===== src/rtl/fdc_pkg.sv =====
// Shared constants for the cartridge SRAM arbiter: FSM encoding, default
// widths and SRAM write-cycle timing.
package fdc_pkg;

  localparam int ADDR_W_DEF     = 19;
  localparam int FIFO_DEPTH_DEF = 4;
  localparam int WE_CYC_DEF     = 2;

  localparam logic [2:0] ST_IDLE     = 3'd0;
  localparam logic [2:0] ST_RD       = 3'd1;
  localparam logic [2:0] ST_WR_SETUP = 3'd2;
  localparam logic [2:0] ST_WR_PULSE = 3'd3;
  localparam logic [2:0] ST_WR_HOLD  = 3'd4;

  function automatic logic is_wr_state(input logic [2:0] st);
    return (st == ST_WR_SETUP) || (st == ST_WR_PULSE) || (st == ST_WR_HOLD);
  endfunction

endpackage


===== src/rtl/ld_wr_fifo.sv =====
// Small synchronous FIFO buffering loader writes ({addr,data}) until the
// SRAM bus is free. Pointers carry an extra MSB to tell full from empty.
module ld_wr_fifo #(
  parameter int WIDTH = 27,
  parameter int DEPTH = 4
) (
  input  logic                     clk,
  input  logic                     rst,
  input  logic                     push,
  input  logic                     pop,
  input  logic [WIDTH-1:0]         din,
  output logic [WIDTH-1:0]         dout,
  output logic                     full,
  output logic                     empty,
  output logic [$clog2(DEPTH):0]   count
);

  localparam int PTR_W = $clog2(DEPTH);
  localparam logic [PTR_W:0] PTR_ONE = (PTR_W+1)'(1);

  logic [WIDTH-1:0] mem [DEPTH];
  logic [PTR_W:0]   wr_ptr;
  logic [PTR_W:0]   rd_ptr;
  logic             do_push;
  logic             do_pop;

  assign do_push = push && !full;
  assign do_pop  = pop && !empty;

  always_ff @(posedge clk or posedge rst) begin
    if (rst) begin
      wr_ptr <= '0;
      rd_ptr <= '0;
    end else begin
      if (do_push) wr_ptr <= wr_ptr + PTR_ONE;
      if (do_pop)  rd_ptr <= rd_ptr + PTR_ONE;
    end
  end

  always_ff @(posedge clk) begin
    if (do_push) mem[wr_ptr[PTR_W-1:0]] <= din;
  end

  assign dout  = mem[rd_ptr[PTR_W-1:0]];
  assign count = wr_ptr - rd_ptr;
  assign empty = (wr_ptr == rd_ptr);
  assign full  = (wr_ptr[PTR_W] != rd_ptr[PTR_W]) &&
                 (wr_ptr[PTR_W-1:0] == rd_ptr[PTR_W-1:0]);

endmodule


===== src/rtl/sram_port_arbiter.sv =====
// Shares the cartridge SRAM between MSX slot reads and buffered STM32 loader
// writes. MSX reads win; nWAIT only stretches a read that collides with a write.
module sram_port_arbiter
  import fdc_pkg::*;
#(
  parameter int ADDR_W     = ADDR_W_DEF,
  parameter int FIFO_DEPTH = FIFO_DEPTH_DEF,
  parameter int WE_CYC     = WE_CYC_DEF
) (
  input  logic              MSX_CLK,
  input  logic              RESET,
  input  logic              msx_req,
  input  logic [ADDR_W-1:0] msx_addr,
  output logic [7:0]        msx_rdata,
  output logic              MSX_nWAIT,
  input  logic              ld_valid,
  output logic              ld_ready,
  input  logic [ADDR_W-1:0] ld_addr,
  input  logic [7:0]        ld_data,
  output logic              ld_busy,
  output logic [ADDR_W-1:0] SRAM_Addr,
  output logic [7:0]        SRAM_Dout,
  output logic              SRAM_Doe,
  input  logic [7:0]        SRAM_Din,
  output logic              SRAM_CS,
  output logic              SRAM_OE,
  output logic              SRAM_WE
);

  localparam int CNT_W = (WE_CYC > 1) ? $clog2(WE_CYC) : 1;
  localparam logic [CNT_W-1:0] CNT_ONE = CNT_W'(1);

  logic [2:0]                   state;
  logic [CNT_W-1:0]             we_cnt;
  logic [ADDR_W+7:0]            fifo_head;
  logic                         fifo_full;
  logic                         fifo_empty;
  logic [$clog2(FIFO_DEPTH):0]  fifo_count;
  logic                         fifo_push;
  logic                         fifo_pop;

  // ld_ready is taken from the pre-pop fill level, so a push into a full
  // FIFO is refused even in the cycle the head is popped.
  assign ld_ready  = !fifo_full;
  assign fifo_push = ld_valid && !fifo_full;
  assign fifo_pop  = (state == ST_IDLE) && !msx_req && !fifo_empty;
  assign ld_busy   = (fifo_count != '0) || is_wr_state(state);

  ld_wr_fifo #(
    .WIDTH (ADDR_W + 8),
    .DEPTH (FIFO_DEPTH)
  ) u_fifo (
    .clk   (MSX_CLK),
    .rst   (RESET),
    .push  (fifo_push),
    .pop   (fifo_pop),
    .din   ({ld_addr, ld_data}),
    .dout  (fifo_head),
    .full  (fifo_full),
    .empty (fifo_empty),
    .count (fifo_count)
  );

  // Every SRAM strobe is registered; RD and WR_SETUP are only ever reached
  // from IDLE, which gives the CS=1 turnaround clock between reads and writes.
  always_ff @(posedge MSX_CLK or posedge RESET) begin
    if (RESET) begin
      state     <= ST_IDLE;
      we_cnt    <= '0;
      SRAM_Addr <= '0;
      SRAM_Dout <= '0;
      SRAM_Doe  <= 1'b0;
      SRAM_CS   <= 1'b1;
      SRAM_OE   <= 1'b1;
      SRAM_WE   <= 1'b1;
      MSX_nWAIT <= 1'b1;
      msx_rdata <= '0;
    end else begin
      MSX_nWAIT <= !(is_wr_state(state) && msx_req);
      case (state)
        ST_IDLE: begin
          if (msx_req) begin
            state     <= ST_RD;
            SRAM_CS   <= 1'b0;
            SRAM_OE   <= 1'b0;
            SRAM_Addr <= msx_addr;
          end else if (!fifo_empty) begin
            state     <= ST_WR_SETUP;
            SRAM_Addr <= fifo_head[ADDR_W+7:8];
            SRAM_Dout <= fifo_head[7:0];
            SRAM_CS   <= 1'b0;
            SRAM_Doe  <= 1'b1;
            SRAM_WE   <= 1'b1;
          end
        end
        ST_RD: begin
          SRAM_Addr <= msx_addr;
          msx_rdata <= SRAM_Din;
          if (!msx_req) begin
            state   <= ST_IDLE;
            SRAM_CS <= 1'b1;
            SRAM_OE <= 1'b1;
          end
        end
        ST_WR_SETUP: begin
          state   <= ST_WR_PULSE;
          SRAM_WE <= 1'b0;
          we_cnt  <= CNT_W'(WE_CYC - 1);
        end
        ST_WR_PULSE: begin
          if (we_cnt == '0) begin
            state   <= ST_WR_HOLD;
            SRAM_WE <= 1'b1;
          end else begin
            we_cnt <= we_cnt - CNT_ONE;
          end
        end
        ST_WR_HOLD: begin
          state    <= ST_IDLE;
          SRAM_CS  <= 1'b1;
          SRAM_Doe <= 1'b0;
        end
        default: begin
          state    <= ST_IDLE;
          SRAM_CS  <= 1'b1;
          SRAM_OE  <= 1'b1;
          SRAM_WE  <= 1'b1;
          SRAM_Doe <= 1'b0;
        end
      endcase
    end
  end

endmodule


===== config.mk =====
export PLATFORM = sky130hd
export DESIGN_NAME = sram_port_arbiter
export DESIGN_NICKNAME = d
export VERILOG_FILES = /design/src/rtl/fdc_pkg.sv /design/src/rtl/ld_wr_fifo.sv /design/src/rtl/sram_port_arbiter.sv
export SDC_FILE = /design/constraint.sdc
export NUM_CORES = 1
export LEC_CHECK = 0
export BUFFER_PORTS_ARGS = -buffer_cell sky130_fd_sc_hd__buf_4
export CAP_MARGIN = 40
export CORE_AREA = 8 8 123 125
export DETAILED_ROUTE_END_ITERATION = 10
export DIE_AREA = 0 0 131 133
export PLACE_DENSITY_LB_ADDON = 0.2
export SYNTH_ARGS = -nofsm -noshare
export SYNTH_HDL_FRONTEND = slang
export SYNTH_SLANG_ARGS = --single-unit

===== constraint.sdc =====
create_clock -name MSX_CLK -period 4.08 [get_ports MSX_CLK]
set_input_delay 0 -clock MSX_CLK [delete_from_list [all_inputs] [get_ports MSX_CLK]]
set_output_delay 0 -clock MSX_CLK [all_outputs]
set_load 0.02 [all_outputs]

==> impl_metrics.py <==
metrics = {
    "yosys": {
        "synth_edf_count": 108,
        "netlist_top_cells_area": "edfxtp_1 52%, dfrtp_1 18%, mux4_2 9.8%",
        "synthCells": 367,
        "syn_nets": 433,
        "synth_ff_type": "edfxtp_1",
        "ys_warn_count": 0,
        "synth_seq_cells": 158,
        "syn_area_um2": 6230,
        "ys_seq_area_share_pct": 72.3,
        "syn-mean-instance-area_um2": 17.0,
        "async_flop_share_pct": 31.6,
        "ys_types": 37,
        "synth_top_area_share_pct": 52.1,
        "synth_top_cell_by_area": "edfxtp_1",
    },
    "global_route": {
        "grt_first_pass_wirelength_mm": 20.9,
        "grtUsageTotal_pct": 16.1,
        "overflow": 0,
        "met3_usage_pct": 4.54,
        "gr-usage-met1_pct": 19.6,
        "grt_pass1_vias": 4024,
        "grt_max_degree": 51,
        "met2_usage_pct": 26.1,
        "top_usage_layer": "met2",
        "antenna_found_initial": 1,
    },
    "hold_path": {
        "holdCritStartpoint": "ld_valid",
        "hp-class": "in2reg",
    },
    "placement": {
        "dpl_cell_area_um2": 7120,
        "place.gp.congestion": 0.770,
        "hpwl_mm": 8.16,
        "place_worst_setup_slack_ns": 1.28,
        "dpl.cell_count": 629,
        "io_buffers": 99,
    },
    "timing": {
        "slew_headroom_pct": 48.4,
        "setup-tns-final_ns": 0,
        "post-route-period-util_pct": 67.3,
        "hold_viol": 0,
        "fmax_mhz": 364,
        "fin_worst_skew_ns": 0.00684,
        "timing.final.ws_setup_ns": 1.33,
        "setup_viol": 0,
        "fin_crit_ns": 2.75,
        "drv_slew": 0,
        "rsz0062_at_grt": "no",
        "worst_pin_slew_ns": 0.773,
    },
    "clocking": {
        "path_clk_slew_ns": 0.06,
        "cts_setup_buffers": 0,
        "clock_path_buffers": 2,
        "cts_sinks": 158,
        "cts_tree": "built",
        "root_buffer": "clkbuf_16",
        "cts-buffers-inserted": 17,
        "htreeDepth": 4,
        "clock_latency_ns": 0.41,
    },
    "finish": {
        "fin_area_um2": 8250,
        "final_cells": 718,
        "synthToLayoutAreaGrowth_pct": 32.5,
        "nNetsFinal": 594,
        "mostFrequentLayoutCells": "108 x edfxtp_1, 103 x buf_4, 56 x dlygate4sd3_1, 47 x nand2_1, 44 x dfrtp_1",
        "fillers": 967,
        "final_common_cell": "edfxtp_1",
        "drive_gt1_share_pct": 34.4,
    },
    "setup_path": {
        "worst_setup_path_end_kind": "flop",
        "path_cells": "inv_1 -> ha_1 -> nand2_1 -> o21a_1 -> and2_2",
        "worstPathRequired_ns": 4.12,
        "r2r_start": "u_fifo.rd_ptr[1]",
        "max_stage_delay_ns": 0.83,
        "path_class": "reg2reg",
        "slowest_stage": "dfrtp_2",
        "crit_path_max_fanout": 31,
        "cp-start-kind": "flop",
        "critical_path.startpoint": "u_fifo.rd_ptr[1]",
        "cp.arrival_ns": 2.78,
    },
    "flow_run": {
        "cap_violations": 0,
    },
    "route": {
        "via_per_inst": 4.99,
        "drtIter0Drc": 159,
        "finalWirelength_mm": 13.2,
        "ant_nets": 0,
        "drc": 0,
        "routed-via-count": 3581,
        "post_drt_wl_per_cell_um": 18.4,
        "firstDrtPassIters": 4,
    },
    "floorplan": {
        "initial_utilization_pct": 47.6,
        "io_pins": 100,
        "core_um2": 13100,
        "die_h_um": 133,
        "std_cell_rows": 42,
        "dieWidth_um": 131,
        "die_area_um2": 17400,
    },
    "power": {
        "ir_drop_uv": 389,
        "p_per_area_nw_per_um2": 766,
        "cellLeakagePower_uw": 0.00318,
    },
    "run_status": {
        "outcome": "complete, no violations",
    },
}
[final timing paths]
kind | endpoint | slack [ns] | cells after the start
worst min register to register | SRAM_OE | 0.50 | 2
worst max register to register | u_fifo.mem[0][5] | 1.33 | 5
max in group asynchronous | u_fifo.rd_ptr[0] | 3.26 | 4
min in group asynchronous | msx_rdata[7] | 0.33 | 4
worst min-delay path | u_fifo.wr_ptr[0] | 0.04 | 3
worst max-delay path | u_fifo.mem[0][5] | 1.33 | 5
[stage by stage]
step	total power, µW	hold slack [ns]	utilization, %
3_3_place_gp	4740	0.201	54.3
2_1_floorplan	4090	0.0989	-
3_5_place_dp	4820	0.206	54.4
4_1_cts	6400	0.0115	63.0
5_1_grt	6680	0.0502	63.1
6_report	6320	0.0425	63.1
[cell type report]
class / instances / area (µm²) / share of cell area, %
flip-flops and latches: 158 / 4500 / 54.6
multi-input cells: 186 / 1590 / 19.2
repair buffers: 160 / 1350 / 16.3
clock buffers: 25 / 485 / 5.88
well taps: 176 / 220 / 2.67
clock inverters: 7 / 85.1 / 1.03
inverters: 5 / 18.8 / 0.227
diodes: 1 / 2.50 / 0.0303
[synthesized netlist by cell type, types with 3 or more instances]
master	number
buf_2	5
xnor2_1	4
o21ai_0	4
dfstp_2	4
dfrtp_1	46
mux2_2	17
nand2_1	47
xor2_1	3
mux4_2	27
ha_1	7
nor2_1	27
clkbuf_1	3
a31oi_1	20
buf_4	6
inv_1	5
and2_1	4
a21oi_1	3
buf_6	4
edfxtp_1	108
[layer usage]
layer  vias up  routed length [µm]
met3        17                 963
met4         0                 234
met2       107                6460
li1       1711                   -
met5         -                   0
met1      1746                5570
[state kept, by name, summed over array words and instances (netlist names)]
name / cells
u_fifo.rd_ptr: 3
u_fifo.mem: 108
SRAM_Doe: 1
SRAM_Addr: 19
SRAM_Dout: 8
state: 3
msx_rdata: 8
SRAM_WE: 1
SRAM_CS: 1
we_cnt: 1
MSX_nWAIT: 1
SRAM_OE: 1
u_fifo.wr_ptr: 3
[critical path, delay by kind of cell, from the launching register on]
family                     cells  cell delay [ns]
AOI/OAI and AO/OA              1             0.24
adders and majority gates      1             0.36
buffers and inverters          1             0.11
DFF                            1             0.83
and+or+nand+nor                2             0.81
[cells by family after synthesis]
kind of cell,share of synthesized area [%]
buffers and inverters,2.33
XOR/XNOR,0.985
multiplexers,12.8
AO/OA/AOI/OAI,3.76
flip-flops,72.3
adder cells (fa/ha/maj),1.73
AND/OR/NAND/NOR,6.11
[timing repair]
action,in CTS,in global routing
hold endpoints to repair,183,0
gates resized for setup,0,0
hold buffers,56,0
endpoints found under the setup margin,0,0
[where the power goes]
part,switching [µW],internal [µW]
combinational,1200,1030
clock,567,943
sequential,304,2270
total,2070,4250
No activity file was read; power rests on OpenSTA's default activity.
